$ cat src/rtl/linea_retardo.sv
// Tapped delay line: shifts 2*N-bit two's-complement samples through DEPTH taps,
// with a saturating fill count. Define LINEA_RETARDO_RD_EN to add the indexed read port.
module linea_retardo #(
  parameter  int N     = 25,
  parameter  int DEPTH = 3,
  localparam int W     = 2 * N,
  localparam int CW    = $clog2(DEPTH + 1),
  localparam int SW    = $clog2(DEPTH)
) (
  input  logic                clk,
  input  logic                rst_n,
  input  logic signed [W-1:0] in,
  input  logic                shift,
  input  logic                clear,
`ifdef LINEA_RETARDO_RD_EN
  input  logic [SW-1:0]       sel,
  input  logic                rd_en,
  output logic signed [W-1:0] rd_data,
  output logic                rd_valid,
`endif
  output logic [DEPTH*W-1:0]  taps,
  output logic [CW-1:0]       count,
  output logic                primed,
  output logic                shift_ack
);

  logic signed [W-1:0] tap_q [DEPTH];
  logic signed [W-1:0] tap_d [DEPTH];
  logic [CW-1:0]       count_q, count_d;
  logic                primed_q, primed_d;
  logic                ack_q, ack_d;

  // Clear wins over a simultaneous shift; that sample is dropped unacknowledged.
  always_comb begin
    tap_d    = tap_q;
    count_d  = count_q;
    primed_d = primed_q;
    ack_d    = 1'b0;
    if (clear) begin
      for (int j = 0; j < DEPTH; j++) tap_d[j] = '0;
      count_d  = '0;
      primed_d = 1'b0;
    end else if (shift) begin
      tap_d[0] = in;
      for (int j = 1; j < DEPTH; j++) tap_d[j] = tap_q[j-1];
      count_d  = (count_q == CW'(DEPTH)) ? count_q : count_q + CW'(1);
      primed_d = (count_d == CW'(DEPTH));
      ack_d    = 1'b1;
    end
  end

  always_ff @(posedge clk or negedge rst_n) begin
    if (!rst_n) begin
      for (int j = 0; j < DEPTH; j++) tap_q[j] <= '0;
      count_q  <= '0;
      primed_q <= 1'b0;
      ack_q    <= 1'b0;
    end else begin
      for (int j = 0; j < DEPTH; j++) tap_q[j] <= tap_d[j];
      count_q  <= count_d;
      primed_q <= primed_d;
      ack_q    <= ack_d;
    end
  end

  for (genvar g = 0; g < DEPTH; g++) begin : g_taps
    assign taps[g*W +: W] = tap_q[g];
  end

  assign count     = count_q;
  assign primed    = primed_q;
  assign shift_ack = ack_q;

`ifdef LINEA_RETARDO_RD_EN
  logic signed [W-1:0] rd_data_q, rd_data_d, rd_pick;
  logic                rd_valid_q, rd_valid_d;

  // Indices with no matching tap fall through to zero.
  always_comb begin
    rd_pick    = '0;
    rd_data_d  = rd_data_q;
    rd_valid_d = 1'b0;
    for (int j = 0; j < DEPTH; j++) begin
      if (sel == SW'(j)) rd_pick = tap_q[j];
    end
    if (rd_en) begin
      rd_data_d  = rd_pick;
      rd_valid_d = 1'b1;
    end
  end

  always_ff @(posedge clk or negedge rst_n) begin
    if (!rst_n) begin
      rd_data_q  <= '0;
      rd_valid_q <= 1'b0;
    end else begin
      rd_data_q  <= rd_data_d;
      rd_valid_q <= rd_valid_d;
    end
  end

  assign rd_data  = rd_data_q;
  assign rd_valid = rd_valid_q;
`endif

endmodule

$ cat config.mk
export PLATFORM = sky130hd
export DESIGN_NAME = linea_retardo
export DESIGN_NICKNAME = d
export VERILOG_FILES = /design/src/rtl/linea_retardo.sv
export SDC_FILE = /design/constraint.sdc
export NUM_CORES = 1
export LEC_CHECK = 0
export BUFFER_PORTS_ARGS = -buffer_cell sky130_fd_sc_hd__buf_2
export CORE_UTILIZATION = 51
export CTS_BUF_LIST = sky130_fd_sc_hd__clkbuf_16
export DETAILED_ROUTE_END_ITERATION = 7
export PLACE_DENSITY = 0.81
export SLEW_MARGIN = 25
export SYNTH_ARGS = -nofsm -noshare
export SYNTH_HDL_FRONTEND = slang
export SYNTH_SLANG_ARGS = --single-unit
$ cat constraint.sdc
create_clock -name clk -period 0.99 [get_ports clk]
set_input_delay 0.099 -clock clk [delete_from_list [all_inputs] [get_ports clk]]
set_output_delay 0.099 -clock clk [all_outputs]
set_load 0.005 [all_outputs]
==> results.ini <==
[timing]
setup_viol=164
setup_slack_ps=-82.8
tightest_slew_ps=357
hold_viol=0
post-route-min-period_ps=1070
fin_worst_skew_ps=4.09
rsz0062_at_grt=true
period_share=1.08
fmax_mhz=932
relSlewSlack=0.762
hold_ws_ps=138
slew_violations=0

[global_route]
grt_max_degree=65
grt_pass1_wl_um=27300
grt_overflow=0
grt_antenna_before_repair=2
grt.total_usage=0.278
grt_pass1_vias=5531

[die]
dieArea_mm2=0.0129
initial_core_util=0.526
die_w_um=114
core_mm2=0.0121
num_io_pins=208
core.rowCount=40
dieHeight_um=114

[routing]
drt_iter0_markers=326
wl_per_cell_um=17.6
final_antenna_net_count=0
drcViolationCount=0
wirelength_um=19500
viasPerCell=5.03
vias=5574
drt_first_pass_iters=5

[pwr]
combPwrFrac=0.135
p_int_w=0.0115
p_leak_nw=5.83
p_clk_frac=0.420
p_switching_w=0.00350
ir_drop_mv=1.20
power.density_mw_per_mm2=1510
switching_share=0.234
seq_power_share=0.445

[worst_setup_path]
worstRegToRegCells=4
path_cells=buf_2
critPathMaxFanout=3
crit_slowest_cell=dfrtp_1
worst_setup_path_start_kind=register
critPathCaptureType=output port
worst-path-buf-inv=1
criticalPathCategory=reg2out
r2r_setup_slack_ps=-40
crit_family=flip-flops
critical_path.max_stage_delay_ps=410
r2r-start=taps[98]
worstPathRequired_ps=890
critPathArrivalTime_ps=970
regToRegEndpoint=taps[148]

[synthesis]
ys_warn_count=0
synth_cell_types=11
synthCells=496
ys_seq_area_frac=0.605
synth_area_per_cell_um2=12.8
synth_seq_cells=154
syn_nets=550
syn_area_mm2=0.00637

[hold_path]
hp-start=shift
hold_end=taps[63]
hold_depth=3
hold_class=in2reg

[placed_design]
dp.cells=862
io_buffers=207
dp_hpwl_um=9530
gp_congestion=0.773

[clock_tree]
worstSkewPairLatency_ps=410
cts-root-buf=clkbuf_16
cts_buffers=17
clk_pin_slew_worst_paths_ps=60
clock_sinks=154
h-tree-depth=4
cts_tree=yes
cts_buffer_depth=2

[layout]
synthToLayoutAreaGrowth_pct=55.5
drive_gt1_frac=0.449
stdcell_count=1109
layout.nets=981

[job]
maxCapViolations=0

[outcome]
outcome=finished, violations left
violations=setup timing

[worst max path at each step]
| stage | startpoint | slack (ps) | depth (start not counted) | end |
|---|---|---|---|---|
| after CTS | taps[24] | -90 | 1 | taps[24] |
| after global routing | taps[48] | -110 | 1 | taps[48] |
| after global placement | shift | 50 | 4 | taps[44] |
| after detailed placement | shift | 8 | 4 | taps[6] |
| final | taps[87] | -80 | 1 | taps[87] |
| after floorplan | count[0] | 170 | 2 | count[0] |
[cells in the final DEF (no fill, tap or decap), drive strengths merged]
| cell type | netlist | layout |
|---|---|---|
| bufinv | 0 | 3 |
| a21oi | 1 | 1 |
| dlygate4sd3 | 0 | 52 |
| diode | 0 | 2 |
| clkbuf | 9 | 20 |
| nor3 | 1 | 1 |
| dfrtp | 154 | 154 |
| nor2b | 1 | 1 |
| mux2i | 151 | 151 |
| buf | 25 | 391 |
| nor2 | 153 | 153 |
| and3b | 1 | 1 |
| inv | 0 | 1 |
| clkinv | 0 | 10 |
[registers in the layout, indices dropped and copies added (netlist names)]
signal,cells
shift_ack,1
taps,150
count,2
primed,1
[layout make-up]
type / instances / area [um^2]
sequential: 154 / 3850
timing repair buffer: 446 / 3160
fill: 641 / 2200
multi-input combinational: 308 / 2120
clock buffer: 17 / 425
tap: 168 / 210
clock inverter: 14 / 138
antenna: 2 / 5.00
[logic make-up after synthesis]
| group | count (synthesis) | synth area share |
|---|---|---|
| mux | 151 | 0.237 |
| compound gates | 1 | 0.000785 |
| flops | 154 | 0.605 |
| buf+inv | 34 | 0.0636 |
| simple gates | 156 | 0.0935 |
[timing repair]
action                                  CTS  global route
cloned                                    0             2
pin swaps                                 0             1
endpoints found under the setup margin  154           184
hold buffers                             52             0
gates resized for setup                   0             5
hold endpoints to repair                210             0
buffers inserted                        102            58
[cell usage after synthesis]
master / n / area share
a21oi_1: 1 / 0.00078
and3b_2: 1 / 0.0016
buf_12: 16 / 0.050
buf_2: 8 / 0.0063
buf_6: 1 / 0.0018
clkbuf_1: 9 / 0.0053
dfrtp_1: 154 / 0.60
mux2i_1: 151 / 0.24
nor2_1: 153 / 0.090
nor2b_1: 1 / 0.00098
nor3_1: 1 / 0.00078
[layer usage]
metal,track usage,part of all wire,wire length [um],up-vias
met5,0,0,0,-
met4,0.136,0.039,767,0
met3,0.0558,0.041,800,68
met2,0.513,0.55,10700,204
met1,0.306,0.37,7240,2792
li1,-,-,-,2510
[power groups by stage]
stage | Sequential (W) | Combinational (W) | Clock (W)
floorplan | 0.00680 | 0.000742 | 0
global placement | 0.00679 | 0.00128 | 0
detailed placement | 0.00681 | 0.00132 | 0
CTS | 0.00665 | 0.00178 | 0.00633
global route | 0.00668 | 0.00216 | 0.00662
finish | 0.00667 | 0.00202 | 0.00628
[stage by stage]
step                 util  setup TNS, ps  power, W  setup WS, ps  instance area, um^2
floorplan               -              0   0.00754           170                 6370
global placement    0.623              0   0.00806          46.3                 7540
detailed placement  0.623              0   0.00812          8.04                 7540
finish              0.818          -6300    0.0150         -82.8                 9910
global route        0.818         -11810    0.0155          -109                 9910
CTS                 0.775          -7980    0.0148         -92.0                 9390
(Power assumes the default switching activity.)
